<file path="config.mk">
export PLATFORM = sky130hd
export DESIGN_NAME = seg7_scan_ctrl
export DESIGN_NICKNAME = d
export VERILOG_FILES = /design/src/rtl/seg7_pkg.sv /design/src/rtl/seg7_decode.sv /design/src/rtl/seg7_scan_ctrl.sv
export SDC_FILE = /design/constraint.sdc
export NUM_CORES = 1
export LEC_CHECK = 0
export CAP_MARGIN = 10
export CORE_MARGIN = 1
export CORE_UTILIZATION = 51
export CTS_CLUSTER_DIAMETER = 200
export CTS_CLUSTER_SIZE = 30
export DETAILED_ROUTE_END_ITERATION = 8
export GPL_TIMING_DRIVEN = 0
export PLACE_DENSITY = 0.77
export REMOVE_ABC_BUFFERS = 1
export SYNTH_ARGS = -nofsm -noshare
export SYNTH_HDL_FRONTEND = slang
export SYNTH_SLANG_ARGS = --single-unit
</file>
<file path="constraint.sdc">
create_clock -name clk -period 2.5 [get_ports clk]
set_input_delay 0.5 -clock clk [delete_from_list [all_inputs] [get_ports clk]]
set_output_delay 0.5 -clock clk [all_outputs]
set_load 0.005 [all_outputs]
</file>
<file path="src/rtl/seg7_pkg.sv">
// Shared constants for the seven-segment scanner: bus address map, ctrl bit
// positions and the a..g glyph table (1 = segment lit).
package seg7_pkg;

  typedef enum logic [1:0] {
    ADDR_DATA_LO = 2'd0,
    ADDR_DATA_HI = 2'd1,
    ADDR_CTRL    = 2'd2,
    ADDR_DP      = 2'd3
  } seg_addr_e;

  localparam int CTRL_MODE_BIT  = 8;
  localparam int CTRL_BLANK_BIT = 9;

  localparam logic [6:0] GLYPH_0 = 7'b1111110;
  localparam logic [6:0] GLYPH_1 = 7'b0110000;

  function automatic logic [6:0] hex_glyph(input logic [3:0] nib);
    logic [6:0] g;
    case (nib)
      4'h0: g = 7'b1111110;
      4'h1: g = 7'b0110000;
      4'h2: g = 7'b1101101;
      4'h3: g = 7'b1111001;
      4'h4: g = 7'b0110011;
      4'h5: g = 7'b1011011;
      4'h6: g = 7'b1011111;
      4'h7: g = 7'b1110000;
      4'h8: g = 7'b1111111;
      4'h9: g = 7'b1111011;
      4'hA: g = 7'b1110111;
      4'hB: g = 7'b0011111;
      4'hC: g = 7'b1001110;
      4'hD: g = 7'b0111101;
      4'hE: g = 7'b1001111;
      4'hF: g = 7'b1000111;
      default: g = 7'b0000000;
    endcase
    return g;
  endfunction

endpackage

</file>
<file path="src/rtl/seg7_decode.sv">
// Combinational glyph lookup for one digit: hex nibble, or the 0/1 glyph of
// bit 0 when binary mode is selected.
module seg7_decode (
  input  logic [3:0] nibble,
  input  logic       mode,
  output logic [6:0] glyph
);
  import seg7_pkg::*;

  // Glyph selection by display mode
  always_comb begin
    glyph = 7'b0000000;
    if (mode) begin
      glyph = nibble[0] ? GLYPH_1 : GLYPH_0;
    end else begin
      glyph = hex_glyph(nibble);
    end
  end

endmodule

</file>
<file path="src/rtl/seg7_scan_ctrl.sv">
// Bus-mapped N-digit seven-segment scanner: register file, prescaler, digit
// index, leading-zero blanking and registered active-low digit/segment drives.
module seg7_scan_ctrl #(
  parameter int NUM_DIGITS = 8,
  parameter int SCAN_DIV   = 100000,
  parameter int CNT_W      = 17
) (
  input  logic                  clk,
  input  logic                  rst_n,
  input  logic                  seg_cs,
  input  logic                  seg_write,
  input  logic                  seg_read,
  input  logic [1:0]            seg_addr,
  input  logic [15:0]           seg_wdata,
  output logic [15:0]           seg_rdata,
  output logic [NUM_DIGITS-1:0] dig_n,
  output logic [7:0]            seg_n
);
  import seg7_pkg::*;

  localparam logic [8:0]       ONE_9    = 9'd1;
  localparam logic [7:0]       DIG_MASK = 8'((ONE_9 << NUM_DIGITS) - ONE_9);
  localparam logic [CNT_W-1:0] CNT_LAST = CNT_W'(SCAN_DIV - 1);
  localparam logic [2:0]       IDX_LAST = 3'(NUM_DIGITS - 1);

  logic [31:0]           data_r;
  logic [7:0]            enable_r;
  logic                  mode_r;
  logic                  blank_r;
  logic [7:0]            dp_r;
  logic [CNT_W-1:0]      cnt_r;
  logic [2:0]            idx_r;
  logic [NUM_DIGITS-1:0] dig_n_r;
  logic [7:0]            seg_n_r;

  logic                  wr_en_s;
  logic                  tc_s;
  logic [15:0]           rdata_s;
  logic [NUM_DIGITS-1:0] sel_s;
  logic [3:0]            nibble_s;
  logic [6:0]            glyph_s;
  logic                  upper_nz_s;
  logic                  blank_s;
  logic                  lit_s;

  assign wr_en_s   = seg_cs & seg_write;
  assign tc_s      = (cnt_r == CNT_LAST);
  assign seg_rdata = rdata_s;
  assign dig_n     = dig_n_r;
  assign seg_n     = seg_n_r;

  // Software-visible register file; mask bits beyond the digit count are dropped
  always_ff @(posedge clk or negedge rst_n) begin
    if (!rst_n) begin
      data_r   <= 32'h0000_0000;
      enable_r <= DIG_MASK;
      mode_r   <= 1'b0;
      blank_r  <= 1'b0;
      dp_r     <= 8'h00;
    end else if (wr_en_s) begin
      case (seg_addr_e'(seg_addr))
        ADDR_DATA_LO: data_r[15:0]  <= seg_wdata;
        ADDR_DATA_HI: data_r[31:16] <= seg_wdata;
        ADDR_CTRL: begin
          enable_r <= seg_wdata[7:0] & DIG_MASK;
          mode_r   <= seg_wdata[CTRL_MODE_BIT];
          blank_r  <= seg_wdata[CTRL_BLANK_BIT];
        end
        ADDR_DP:      dp_r <= seg_wdata[7:0] & DIG_MASK;
        default:      data_r <= data_r;
      endcase
    end
  end

  // Combinational read-back mux
  always_comb begin
    rdata_s = 16'h0000;
    if (seg_cs && seg_read) begin
      case (seg_addr_e'(seg_addr))
        ADDR_DATA_LO: rdata_s = data_r[15:0];
        ADDR_DATA_HI: rdata_s = data_r[31:16];
        ADDR_CTRL:    rdata_s = {6'b000000, blank_r, mode_r, enable_r};
        ADDR_DP:      rdata_s = {8'h00, dp_r};
        default:      rdata_s = 16'h0000;
      endcase
    end else begin
      rdata_s = 16'h0000;
    end
  end

  // Prescaler and digit index; a disabled digit still uses its full slot
  always_ff @(posedge clk or negedge rst_n) begin
    if (!rst_n) begin
      cnt_r <= {CNT_W{1'b0}};
      idx_r <= 3'd0;
    end else if (tc_s) begin
      cnt_r <= {CNT_W{1'b0}};
      idx_r <= (idx_r == IDX_LAST) ? 3'd0 : idx_r + 3'd1;
    end else begin
      cnt_r <= cnt_r + {{(CNT_W-1){1'b0}}, 1'b1};
    end
  end

  // Current digit: one-hot select, nibble, and leading-zero blanking
  always_comb begin
    sel_s      = {NUM_DIGITS{1'b0}};
    upper_nz_s = 1'b0;
    for (int i = 0; i < NUM_DIGITS; i++) begin
      sel_s[i]   = (idx_r == 3'(i));
      upper_nz_s = upper_nz_s | ((3'(i) >= idx_r) && (data_r[i*4 +: 4] != 4'h0));
    end
    nibble_s = mode_r ? {3'b000, data_r[idx_r]} : data_r[{idx_r, 2'b00} +: 4];
    blank_s  = blank_r & ~mode_r & (idx_r != 3'd0) & ~upper_nz_s;
    lit_s    = enable_r[idx_r] & ~blank_s;
  end

  seg7_decode u_decode (
    .nibble (nibble_s),
    .mode   (mode_r),
    .glyph  (glyph_s)
  );

  // Registered active-low drives, one cycle behind the index
  always_ff @(posedge clk or negedge rst_n) begin
    if (!rst_n) begin
      dig_n_r <= {NUM_DIGITS{1'b1}};
      seg_n_r <= 8'hFF;
    end else if (lit_s) begin
      dig_n_r <= ~sel_s;
      seg_n_r <= {~dp_r[idx_r], ~glyph_s};
    end else begin
      dig_n_r <= {NUM_DIGITS{1'b1}};
      seg_n_r <= 8'hFF;
    end
  end

endmodule

</file>
==> summary.md, run 1 <==
| Metric | Value |
|---|---|
| Status | finished, final reports clean |
| Slew Limit Fails | 0 |
| R2R cell count | 9 |
| Clock sinks | 86 |
| Syn_area_per_cell | 12.3 um2 |
| Initial core utilization | 53.0% |
| Clock slew at reported path FFs | 0.09 ns |
| HP Class | in2async |
| Initial DRT Pass Iterations | 4 |
| Top Ports | 55 |
| Period utilization | 98.5% |
| Total wire length | 10300 um |
| Area leader, netlist | dfrtp_1 |
| TritonCTS Buffers | 9 |
| RSZ-0062 raised after global routing | true |
| DIE WIDTH | 97.4 um |
| Placement Setup Slack | -1.13 ns |
| Global route overflow | 0 |
| Worst-skew pair later-pin latency | 0.36 ns |
| Max H-tree Level | 3 |
| Final hold vios | 0 |
| Row count | 34 |
| Clock Skew | 0.0126 ns |
| Synthesized instance count | 378 |
| Arr. time, crit path | 1.96 ns |
| Number of global-route vias before repair | 3343 |
| Async SR Flop Fraction | 100% |
| Warnings from Yosys | 0 |
| Setup crit start kind | input pin |
| Post-synth cell types | 47 |
| Dpl hpwl | 6980 um |
| Reg-to-reg setup timing slack | 0.09 ns |
| Worst-Margin Slew | 0.749 ns |
| Pwr/cell area | 687 mW/mm2 |
| Leakage Power | 0.00236 uW |
| Hold-fix buffer count after cts | 0 |
| Setup TNS Final | 0 ns |
| Register bit count reported by yosys | 86 |
| Reg2reg end | seg_n[1]$_DFF_PN1_ |
| GRT Overall Usage | 22.7% |
| CTS tree | done |
| CP Capture Type | output port |
| Via-per-instance ratio | 5.91 |
| WS Path Type | in2out |
| DRT antenna net count | 0 |
| Fin nets | 472 |
| Root buffer cell | clkbuf_8 |
| Final Cell Area | 0.00565 mm2 |
| Minimum clock period | 2.46 ns |
| FMAX | 406 MHz |
| Max clock buf depth | 2 |
| Antenna Cells | 0 |
| Pwr Total | 3880 uW |
| Final GP Congestion | 0.871 |
| Worst VDD drop | 0.394 mV |
| Drt wl/cell | 18.8 um |
| Area contributors post-synth | dfrtp_1 (33%), dfstp_2 (14%), mux2_2 (14%) |
| Final WS setup | 0.0378 ns |
| Sequential-to-total area share from yosys stat | 47.0% |
| Die height | 97.4 um |
| Fillers | 682 |
| DP Area | 0.00526 mm2 |
| Max_cap viols | 0 |
| Largest net degree at the start of global routing | 59 |
| Share of cells above drive strength 1 | 33.2% |
| Die Area | 0.00948 mm2 |
| Slew HR | 49.9% |
| CP required | 2.00 ns |
| Post-synth design cell area | 0.00464 mm2 |
| DRC viols | 0 |
| Endpoints failing setup | 0 |
| Syn-to-layout area delta | 21.7% |
| R2R Path Start | idx_r[1]$_DFFE_PN0N_ |
| Number of synthesized flops with an enable pin | 0 |
| Share of Yosys cell area claimed by the top area cell type | 33.4% |
| Number of port buffers | 54 |
| Via count | 3256 |
| Crit-path max FO | 16 |
| Antenna violations before repair | 0 |
| Core area | 0.00876 mm2 |
| First-pass GRT wire length | 16800 um |
| Post-synth top flop | dfrtp_1 |
| Drt initial violations | 191 |
-- area by class of cell --
cell class / instances / area, um2 / area share (%)
inverter: 9 / 33.8 / 0.598
sequential: 86 / 2190 / 38.8
tap: 108 / 135 / 2.39
multi-input combinational: 264 / 2400 / 42.4
timing repair buffer: 68 / 683 / 12.1
clock buffer: 10 / 138 / 2.44
clock inverter: 6 / 68.8 / 1.22
-- flip-flops by register name, indices dropped and copies added (netlist names) --
register and cells:
idx_r 3, cnt_r 17, mode_r 1, enable_r 8
seg_n 8, blank_r 1, data_r 32, dp_r 8
dig_n 8
-- worst max-delay path by stage --
stage / cells after the start / startpoint / endpoint
floorplan: 9 / idx_r[1]$_DFFE_PN0N_ / seg_n[3]$_DFF_PN1_
global placement: 1 / rst_n / mode_r$_DFFE_PN0P_
detailed placement: 4 / seg_addr[0] / seg_rdata[7]
CTS: 5 / seg_read / seg_rdata[12]
global route: 9 / idx_r[1]$_DFFE_PN0N_ / seg_n[1]$_DFF_PN1_
finish: 4 / seg_addr[1] / seg_rdata[7]
-- worst max-delay path, cell delays in order --
cell and delay (ns):
clkdlybuf4s15_2 0.46, mux4_2 0.40, nor2b_1 0.15, clkdlybuf4s50_1 0.44
-- where the power goes --
part / internal, uW / switching (uW) / total [uW] / leakage [uW]
Combinational: 572 / 392 / 964 / 0.00124
Sequential: 1680 / 235 / 1910 / 0.00102
Clock: 496 / 509 / 1000 / 0.000103
Total: 2750 / 1140 / 3880 / 0.00236
-- synthesized netlist by cell type (2+ instances only) --
master,number
buf_2,6
a211oi_1,2
nand2_1,21
mux2i_1,18
mux4_2,13
nor3_1,3
nand3b_1,2
clkbuf_1,10
o211ai_1,2
mux2_2,56
xnor2_1,8
a21oi_1,8
o21ai_0,4
a22oi_1,2
nand2b_1,3
and3_1,2
nor4_1,12
nor2b_1,16
nand3_1,11
nand4_1,6
ha_1,11
nor2_1,29
dfrtp_1,62
mux4_1,5
buf_6,2
inv_1,9
dfstp_2,24
or2_2,4
xor2_1,7
a31oi_1,3
-- metal layers --
metal	wire, um	track usage, %	up-vias
met5	0	0	-
met4	208	8.26	0
met3	646	5.04	17
met2	5180	38.6	121
met1	4300	28.4	1613
li1	-	-	1505
-- kinds of logic (layout without fill, tap and decap cells) --
family                     after synthesis  after routing  share of synthesized area, %
xor gates and xnor gates                15             15                          2.83
muxes                                   94             94                          27.4
adders and majority gates               11             11                          2.97
buffers and inverters                   28             93                          2.75
AOI/OAI and AO/OA                       31             31                          4.69
and+or+nand+nor                        113            113                          12.3
DFF                                     86             86                          47.0
-- timing repair --
action                                  CTS  global route
resized for setup                        22            20
endpoints found under the setup margin   82            13
buffers inserted                          9             3
pin swaps                                 1             3
-- layout by cell type (no fill, tap or decap), drive strengths merged, types with 16 or more instances in the layout --
master / count
clkdlybuf4s50: 44
mux4: 18
nor2: 29
nand2: 21
mux2i: 19
dfstp: 24
dfrtp: 62
nor2b: 16
buf: 16
mux2: 57
-- metrics by stage --
| step | cells | utilization [%] | hold slack (ns) |
|---|---|---|---|
| 3_5_place_dp | 523 | 60.1 | 0.451 |
| 6_report | 551 | 64.5 | 0.0519 |
| 2_1_floorplan | 359 | - | 0.204 |
| 5_1_grt | 551 | 64.5 | 0.0673 |
| 4_1_cts | 548 | 63.5 | 0.0641 |
| 3_3_place_gp | 521 | 59.6 | 0.481 |
(Power assumes the default switching activity.)
==> run 2: changes to the inputs <==
--- a/config.mk
+++ b/config.mk
@@ -5,15 +5,15 @@
 export SDC_FILE = /design/constraint.sdc
 export NUM_CORES = 1
 export LEC_CHECK = 0
-export CAP_MARGIN = 10
-export CORE_MARGIN = 1
+export CAP_MARGIN = 15
 export CORE_UTILIZATION = 51
 export CTS_CLUSTER_DIAMETER = 200
 export CTS_CLUSTER_SIZE = 30
 export DETAILED_ROUTE_END_ITERATION = 8
 export GPL_TIMING_DRIVEN = 0
-export PLACE_DENSITY = 0.77
+export PLACE_DENSITY = 0.76
 export REMOVE_ABC_BUFFERS = 1
 export SYNTH_ARGS = -nofsm -noshare
 export SYNTH_HDL_FRONTEND = slang
+export SYNTH_HIERARCHICAL = 1
 export SYNTH_SLANG_ARGS = --single-unit
==> run 2 against run 1 <==
  * The flow now finishes with violations (setup timing)
  * Critical path type is now reg2reg
  * Die area rose by 3.1%
  * Sequential power barely moved
  * Design area rose by 5.4%
  * Final cell count rose by 2.0%
  * First-iteration DRC count rose by 1.6%
  * Combinational power rose by 11%
  * Clock skew rose by 0.0011 ns
  * Wire length rose by 8.4%
  * Global-route usage rose by 1.6 points
  * Worst setup slack got worse by 0.039 ns
  * Non-clock buffer count rose by 5
==> summary.md, run 2 <==
| Metric | Value |
|---|---|
| Reg-to-reg setup timing slack | -0.002 ns (was 0.09 ns) |
| Minimum clock period | 2.50 ns (was 2.46 ns) |
| Max reg flops | 32 (unchanged) |
| GRT Overall Usage | 24.3% (was 22.7%) |
| Total wire length | 11200 um (was 10300 um) |
| Reg2reg end | seg_n[3]$_DFF_PN1_ (was seg_n[1]$_DFF_PN1_) |
| RSZ-0062 raised after global routing | true (unchanged) |
| WS Path Type | reg2reg (was in2out) |
| Root buffer cell | clkbuf_8 (unchanged) |
| Number of port buffers | 54 (unchanged) |
| Core area | 0.00889 mm2 (was 0.00876 mm2) |
| Antenna violations before repair | 0 (unchanged) |
| CP peak stage delay | 0.53 ns (was 0.46 ns) |
| Final Cell Area | 0.00596 mm2 (was 0.00565 mm2) |
| Row count | 34 (unchanged) |
| Worst-Margin Slew | 1.04 ns (was 0.749 ns) |
| First-pass GRT wire length | 18200 um (was 16800 um) |
| Final hold vios | 0 (unchanged) |
| DP Area | 0.00539 mm2 (was 0.00526 mm2) |
| Most frequent cells in the layout | dfrtp_1 (58), mux2_2 (54), clkdlybuf4s50_1 (48), nor2_1 (25), dfstp_2 (24) (was dfrtp_1 (59), mux2_2 (56), clkdlybuf4s50_1 (44), nor2_1 (28), dfstp_2 (24)) |
| Via-per-instance ratio | 6.18 (was 5.91) |
| Warnings from Yosys | 6 (was 0) |
| Mux cell area share after synthesis | 24.2% (was 27.4%) |
| Arr. time, crit path | 2.77 ns (was 1.96 ns) |
| Largest net degree at the start of global routing | 47 (was 59) |
| Initial DRT Pass Iterations | 5 (was 4) |
| Share of cells above drive strength 1 | 37.7% (was 33.2%) |
| Slew Limit Fails | 0 (unchanged) |
| Number of synthesized flops with an enable pin | 0 (unchanged) |
| Fin nets | 484 (was 472) |
| Post-synth top flop | dfrtp_1 (unchanged) |
| Leakage Power | 0.00235 uW (was 0.00236 uW) |
| TritonCTS Buffers | 9 (unchanged) |
| DIE WIDTH | 98.9 um (was 97.4 um) |
| Pwr/cell area | 695 mW/mm2 (was 687 mW/mm2) |
| Status | complete, but fails checks (was finished, final reports clean) |
| Most common cell in the netlist | dfrtp_1 (unchanged) |
| Area contributors post-synth | dfrtp_1 (32%), dfstp_2 (13%), mux2_2 (13%) (was dfrtp_1 (33%), dfstp_2 (14%), mux2_2 (14%)) |
| Number of global-route vias before repair | 3464 (was 3343) |
| Post-synth top cells | dfrtp_1 (62), mux2_2 (54), nor2_1 (27) (was dfrtp_1 (62), mux2_2 (56), nor2_1 (29)) |
| Antenna Cells | 0 (unchanged) |
| CTS tree | done (unchanged) |
| Period utilization | 100% (was 98.5%) |
| Net Sw Frac | 28.4% (was 29.3%) |
| Synth Area in Compound Gates | 7.82% (was 4.69%) |
| Final GP Congestion | 0.834 (was 0.871) |
| Failing checks | setup timing |
| Crit path cell chain | clkbuf_2, mux4_2, and2_4, a211oi_4, a31oi_4, inv_4, buf_4, ha_2, mux2i_1, nand3b_1, o311ai_1, o221ai_1 (was clkdlybuf4s15_2, mux4_2, nor2b_1, clkdlybuf4s50_1) |
| Slew HR | 30.0% (was 49.9%) |
| Max_cap viols | 0 (unchanged) |
| Synthesized instance count | 389 (was 378) |
| Largest registers | data_r x32, cnt_r x17 (unchanged) |
| Area leader, netlist | dfrtp_1 (unchanged) |
| Top Ports | 55 (unchanged) |
| Largest family of logic cells by synthesized area | multiplexers (unchanged) |
| Syn_area_per_cell | 12.3 um2 (about the same) |
| Register bit count reported by yosys | 86 (unchanged) |
| Top reg by flops | data_r (unchanged) |
| Post-Synth Adder-Cell Area | 3.14% (was 2.97%) |
| DRC viols | 0 (unchanged) |
| Hold-fix buffer count after cts | 0 (unchanged) |
| Clock Skew | 0.0137 ns (was 0.0126 ns) |
| Share of Yosys cell area claimed by the top area cell type | 32.4% (was 33.4%) |
| Sequential-to-total area share from yosys stat | 45.6% (was 47.0%) |
| R2R Path Start | idx_r[1]$_DFFE_PN0N_ (unchanged) |
| Combinational share of power | 25.9% (was 24.8%) |
| Final core occ | 67.0% (was 64.5%) |
| Most common cell after layout, fill and taps aside | dfrtp_1 (unchanged) |
| Via count | 3475 (was 3256) |
| Internal power | 2960 uW (was 2750 uW) |
| Critical path's slowest cell | dfrtp_4 (was clkdlybuf4s15_2) |
| Die height | 98.9 um (was 97.4 um) |
| Final WS setup | -0.00153 ns (was 0.0378 ns) |
| FMAX | 400 MHz (was 406 MHz) |
| Clock power frac | 28.4% (was 25.9%) |
| Setup crit start kind | flop (was input pin) |
| Post-synth cell types | 61 (was 47) |
| Worst Path Buf+Inv | 3 (was 2) |
| CP required | 2.77 ns (was 2.00 ns) |
| Async SR Flop Fraction | 100% (unchanged) |
| Syn-to-layout area delta | 24.4% (was 21.7%) |
| Dpl hpwl | 7530 um (was 6980 um) |
| Worst VDD drop | 0.486 mV (was 0.394 mV) |
| Drt wl/cell | 19.9 um (was 18.8 um) |
| Placement Setup Slack | -0.851 ns (was -1.13 ns) |
| Post-synthesis xor/xnor area fraction | 2.56% (was 2.83%) |
| Post-synth design cell area | 0.00479 mm2 (was 0.00464 mm2) |
| CP Capture Type | flop (was output port) |
| Sw Pwr | 1180 uW (was 1140 uW) |
| Hold Worst Slack | 0.122 ns (was 0.0519 ns) |
| Clock slew at reported path FFs | 0.09 ns (about the same) |
| Pwr Total | 4140 uW (was 3880 uW) |
| Reg power frac | 45.7% (was 49.3%) |
| Max clock buf depth | 2 (unchanged) |
| Drt initial violations | 194 (was 191) |
| Worst-skew pair later-pin latency | 0.36 ns (about the same) |
| HP Class | in2async (unchanged) |
| Global route overflow | 0 (unchanged) |
| Die Area | 0.00978 mm2 (was 0.00948 mm2) |
| R2R cell count | 12 (was 9) |
| Max H-tree Level | 3 (unchanged) |
| Endpoints failing setup | 1 (was 0) |
| DRT antenna net count | 0 (unchanged) |
| Simple-gate share of the synthesized area | 13.5% (was 12.3%) |
| Initial core utilization | 53.8% (was 53.0%) |
| Cell family with most CP delay | compound AO/OA/AOI/OAI gates (was buffers and inverters) |
| Crit-path max FO | 6 (was 16) |
| Clock sinks | 86 (unchanged) |
## run 2: cell count changes in the layout (fill, tap and decap cells not counted), sizes merged, moves of 4 or more
cell           previous run  this run
buf                      16        20
o221ai                    0         8
and4                      0         4
clkdlybuf4s50            44        48
inv                      11         5
mux2i                    19        10
or4                       0         7
nor4                     12         0
dlymetal6s2s              6         2
## run 2: worst max path at each step
stage                                     from  slack, ns  cells past startpoint                  to
after CTS                 idx_r[0]$_DFFE_PN0N_      -0.02                     10  seg_n[5]$_DFF_PN1_
after global routing      idx_r[0]$_DFFE_PN0N_      -0.09                      9  seg_n[4]$_DFF_PN1_
after detailed placement           seg_addr[0]      -0.85                      5        seg_rdata[4]
after floorplan           idx_r[0]$_DFFE_PN0N_      -0.47                      7  seg_n[3]$_DFF_PN1_
after global placement                   rst_n      -2.00                      1  mode_r$_DFFE_PN0P_
final                     idx_r[1]$_DFFE_PN0N_     -0.002                     12  seg_n[3]$_DFF_PN1_
## run 2: final cells by class
class	instances	area, um2
multi-input combinational	274	2620
clock inverter	5	108
fill	680	2940
timing repair buffer	73	749
clock buffer	11	131
tap	108	135
inverter	5	21.3
sequential	86	2190
## run 2: cells by family (layout without fill, tap and decap cells)
group           Yosys count  count (layout)
compound gates           48              48
xor+xnor                 14              14
fa+ha+maj                12              12
buf+inv                  29              94
flops                    86              86
mux                      84              84
simple gates            116             116
## run 2: through the flow
stage / setup TNS [ns] / instances
CTS: -0.0363 / 557
floorplan: -2.80 / 365
detailed placement: -31.79 / 531
finish: -0.00153 / 562
global route: -0.276 / 562
global placement: -229.85 / 527
## run 2: what timing repair did
action,in CTS,in global routing
setup buffers,10,5
resized for setup,26,30
setup endpoints to repair,47,24
hold endpoints to repair,0,0
pin swaps,1,9
## run 2: power groups by stage
stage | Combinational, uW | Sequential (uW) | Clock [uW]
3_3_place_gp | 905 | 1890 | 0
3_5_place_dp | 936 | 1910 | 0
4_1_cts | 974 | 1880 | 1210
5_1_grt | 1160 | 1920 | 1270
6_report | 1070 | 1890 | 1170
2_1_floorplan | 622 | 1810 | 0
## run 2: per-layer routing
layer  vias to the layer above  wire length (um)  track usage [%]
met4                         0               142             6.31
met3                        18               643             6.17
met2                       124              5720             40.2
li1                       1576                 -                -
met1                      1757              4700             32.0
met5                         -                 0                0
==> run 3: changes to the inputs <==
--- a/config.mk
+++ b/config.mk
@@ -11,7 +11,7 @@
 export CTS_CLUSTER_SIZE = 30
 export DETAILED_ROUTE_END_ITERATION = 8
 export GPL_TIMING_DRIVEN = 0
-export PLACE_DENSITY = 0.76
+export PLACE_DENSITY = 0.86
 export REMOVE_ABC_BUFFERS = 1
 export SYNTH_ARGS = -nofsm -noshare
 export SYNTH_HDL_FRONTEND = slang
==> run 3 against run 2 <==
  * The run still ends with setup timing left
  * Sequential share of layout area grew 0.35 points
  * Wire length grew 2.8%
  * Global-route usage grew 0.24 points
  * Critical endpoint is now seg_n[2]$_DFF_PN1_
  * Hold slack lost 0.022 ns
  * Fmax shrank 4.5%
  * Power grew 2.7%
  * Combinational power is essentially flat
==> summary.md, run 3 (synthesized netlist as in run 2, its figures left out) <==
| Metric | Value |
|---|---|
| Syn-to-layout area delta | 23.3% (was 24.4%) |
| Reg2reg end | seg_n[2]$_DFF_PN1_ (was seg_n[3]$_DFF_PN1_) |
| Drt wl/cell | 20.6 um (was 19.9 um) |
| Most frequent cells in the layout | dfrtp_1 (58), mux2_2 (54), clkdlybuf4s50_1 (47), nor2_1 (27), dfstp_2 (24) (was dfrtp_1 (58), mux2_2 (54), clkdlybuf4s50_1 (48), nor2_1 (25), dfstp_2 (24)) |
| DP Cell Count | 530 (was 531) |
| Clock sinks | 86 (unchanged) |
| Die Area | 0.00978 mm2 (unchanged) |
| CP peak stage delay | 0.52 ns (was 0.53 ns) |
| Initial core utilization | 53.8% (unchanged) |
| Failing checks | setup timing (unchanged) |
| Crit-path max FO | 7 (was 6) |
| Top Ports | 55 (unchanged) |
| HP Class | in2async (unchanged) |
| Most common cell after layout, fill and taps aside | dfrtp_1 (unchanged) |
| Global route overflow | 0 (unchanged) |
| Share of cells above drive strength 1 | 36.3% (was 37.7%) |
| Area of the multi-input gates | 0.00257 mm2 (was 0.00262 mm2) |
| TritonCTS Buffers | 9 (unchanged) |
| Max_cap viols | 0 (unchanged) |
| Fin nets | 482 (was 484) |
| Number of port buffers | 54 (unchanged) |
| Largest registers | data_r x32, cnt_r x17 (unchanged) |
| Reg-to-reg setup timing slack | -0.12 ns (was -0.002 ns) |
| Clock slew at reported path FFs | 0.09 ns (about the same) |
| Register area | 0.00219 mm2 (unchanged) |
| Via-per-instance ratio | 6.35 (was 6.18) |
| CP Capture Type | flop (unchanged) |
| Endpoints failing setup | 3 (was 1) |
| Pwr/cell area | 721 mW/mm2 (was 695 mW/mm2) |
| Leakage Power | 0.00234 uW (was 0.00235 uW) |
| Max clock buf depth | 2 (unchanged) |
| DRT antenna net count | 0 (unchanged) |
| WS Path Type | reg2reg (unchanged) |
| Worst Path Buf+Inv | 3 (unchanged) |
| Dpl hpwl | 7590 um (was 7530 um) |
| Slew HR | 31.7% (was 30.0%) |
| Minimum clock period | 2.62 ns (was 2.50 ns) |
| R2R cell count | 11 (was 12) |
| Antenna Cells | 0 (unchanged) |
| Worst-skew pair later-pin latency | 0.36 ns (about the same) |
| Antenna violations before repair | 0 (unchanged) |
| Root buffer cell | clkbuf_8 (unchanged) |
| Max H-tree Level | 3 (unchanged) |
| Top reg by flops | data_r (unchanged) |
| Worst-Margin Slew | 1.02 ns (was 1.04 ns) |
| Critical path's slowest cell | mux4_2 (was dfrtp_4) |
| Period utilization | 105% (was 100%) |
| Cell family with most CP delay | compound AO/OA/AOI/OAI gates (unchanged) |
| Final GP Congestion | 0.833 (was 0.834) |
| Number of global-route vias before repair | 3576 (was 3464) |
| Final WS setup | -0.120 ns (was -0.00153 ns) |
| R2R Path Start | idx_r[0]$_DFFE_PN0N_ (was idx_r[1]$_DFFE_PN0N_) |
| Row count | 34 (unchanged) |
| Reg power frac | 44.7% (was 45.7%) |
| Final hold vios | 0 (unchanged) |
| Hold-fix buffer count after cts | 0 (unchanged) |
| Crit path cell chain | buf_6, mux4_2, a211oi_4, a31oi_4, inv_2, buf_6, ha_4, nor2b_4, o32ai_1, o21ai_1, o221ai_1 (was clkbuf_2, mux4_2, and2_4, a211oi_4, a31oi_4, inv_4, buf_4, ha_2, mux2i_1, nand3b_1, o311ai_1, o221ai_1) |
| Net Sw Frac | 28.2% (was 28.4%) |
| Arr. time, crit path | 2.88 ns (was 2.77 ns) |
| Drt initial violations | 247 (was 194) |
| Clock power frac | 29.8% (was 28.4%) |
| Pwr Total | 4250 uW (was 4140 uW) |
| Largest net degree at the start of global routing | 49 (was 47) |
| Worst setup endpoint | seg_n[2]$_DFF_PN1_ (was seg_n[3]$_DFF_PN1_) |
| Total wire length | 11500 um (was 11200 um) |
| Clock Skew | 0.0118 ns (was 0.0137 ns) |
| DIE WIDTH | 98.9 um (unchanged) |
| FMAX | 382 MHz (was 400 MHz) |
| Sw Pwr | 1200 uW (was 1180 uW) |
| CP required | 2.77 ns (about the same) |
| Final Non-Filler Cells | 560 (was 562) |
| Die height | 98.9 um (unchanged) |
| RSZ-0062 raised after global routing | true (unchanged) |
| Slew Limit Fails | 0 (unchanged) |
| Most used cell, CP | buf_6 |
| Internal power | 3050 uW (was 2960 uW) |
| Setup crit start kind | flop (unchanged) |
| First-pass GRT wire length | 18600 um (was 18200 um) |
| Status | complete, but fails checks (unchanged) |
| Fillers | 635 (was 680) |
| Combinational share of power | 25.5% (was 25.9%) |
| GRT Overall Usage | 24.5% (was 24.3%) |
| Worst VDD drop | 0.411 mV (was 0.486 mV) |
| Max reg flops | 32 (unchanged) |
| Initial DRT Pass Iterations | 4 (was 5) |
| DRC viols | 0 (unchanged) |
| CTS tree | done (unchanged) |
| Via count | 3558 (was 3475) |
| Worst path depth | 11 (was 12) |
| Core area | 0.00889 mm2 (unchanged) |
| Crit path from | idx_r[0]$_DFFE_PN0N_ (was idx_r[1]$_DFFE_PN0N_) |
run 3: cell types whose count changed in the layout (fill, tap and decap cells not counted), sizes merged:
cell           delta
buf               -1
bufinv            +1
clkbuf            -2
dlymetal6s2s      -1
dlygate4sd2       +2
clkdlybuf4s50     -1
run 3: layer usage:
layer	routed length (um)	vias to the layer above	track usage, %
met5	0	-	0
met4	317	0	6.89
met3	779	32	5.82
met2	5810	156	40.9
met1	4620	1809	32.1
li1	-	1561	-
run 3: worst register-to-register path, cell delays in order (launching register included):
cell      delay, ns
dfrtp_4        0.50
buf_6          0.12
mux4_2         0.52
a211oi_4       0.30
a31oi_4        0.08
inv_2          0.18
buf_6          0.13
ha_4           0.13
nor2b_4        0.15
o32ai_1        0.10
o21ai_1        0.19
o221ai_1       0.14
run 3: worst min path at each step:
stage                                  end  slack [ns]  cells after the start
floorplan              blank_r$_DFFE_PN0P_        0.20                      0
global placement        cnt_r[0]$_DFF_PN0_        0.47                      1
detailed placement      cnt_r[0]$_DFF_PN0_        0.48                      1
CTS                     mode_r$_DFFE_PN0P_        0.11                      1
global route            mode_r$_DFFE_PN0P_        0.11                      1
finish              data_r[15]$_DFFE_PN0P_         0.1                      1
run 3: layout make-up:
class	instances	share of cell area, %
Tap cell	108	2.29
Multi-Input combinational cell	274	43.6
Clock buffer	10	2.16
Sequential cell	86	37.2
Timing Repair Buffer	71	12.1
Inverter	5	0.361
Clock inverter	6	2.27
run 3: what timing repair did:
action | in CTS | in global routing
endpoints found under the setup margin | 47 | 17
pin swaps | 3 | 5
resized for setup | 27 | 25
buffers inserted | 10 | 5
run 3: power by group through the flow:
stage               Sequential (uW)  Combinational [uW]  Clock (uW)
CTS                            1880                 961        1280
global placement               1880                 899           0
global route                   1930                1160        1340
floorplan                      1810                 622           0
detailed placement             1910                 939           0
finish                         1900                1080        1270
run 3: stage by stage:
stage | hold slack (ns) | cell area (um2) | utilization, % | setup slack [ns] | TNS (ns)
floorplan | 0.204 | 4650 | - | -0.472 | -2.80
global route | 0.109 | 5900 | 66.4 | -0.220 | -0.666
finish | 0.100 | 5900 | 66.4 | -0.120 | -0.126
CTS | 0.109 | 5770 | 64.9 | -0.0264 | -0.0264
detailed placement | 0.478 | 5380 | 60.5 | -0.889 | -34.85
global placement | 0.467 | 5330 | 59.9 | -1.93 | -220.98
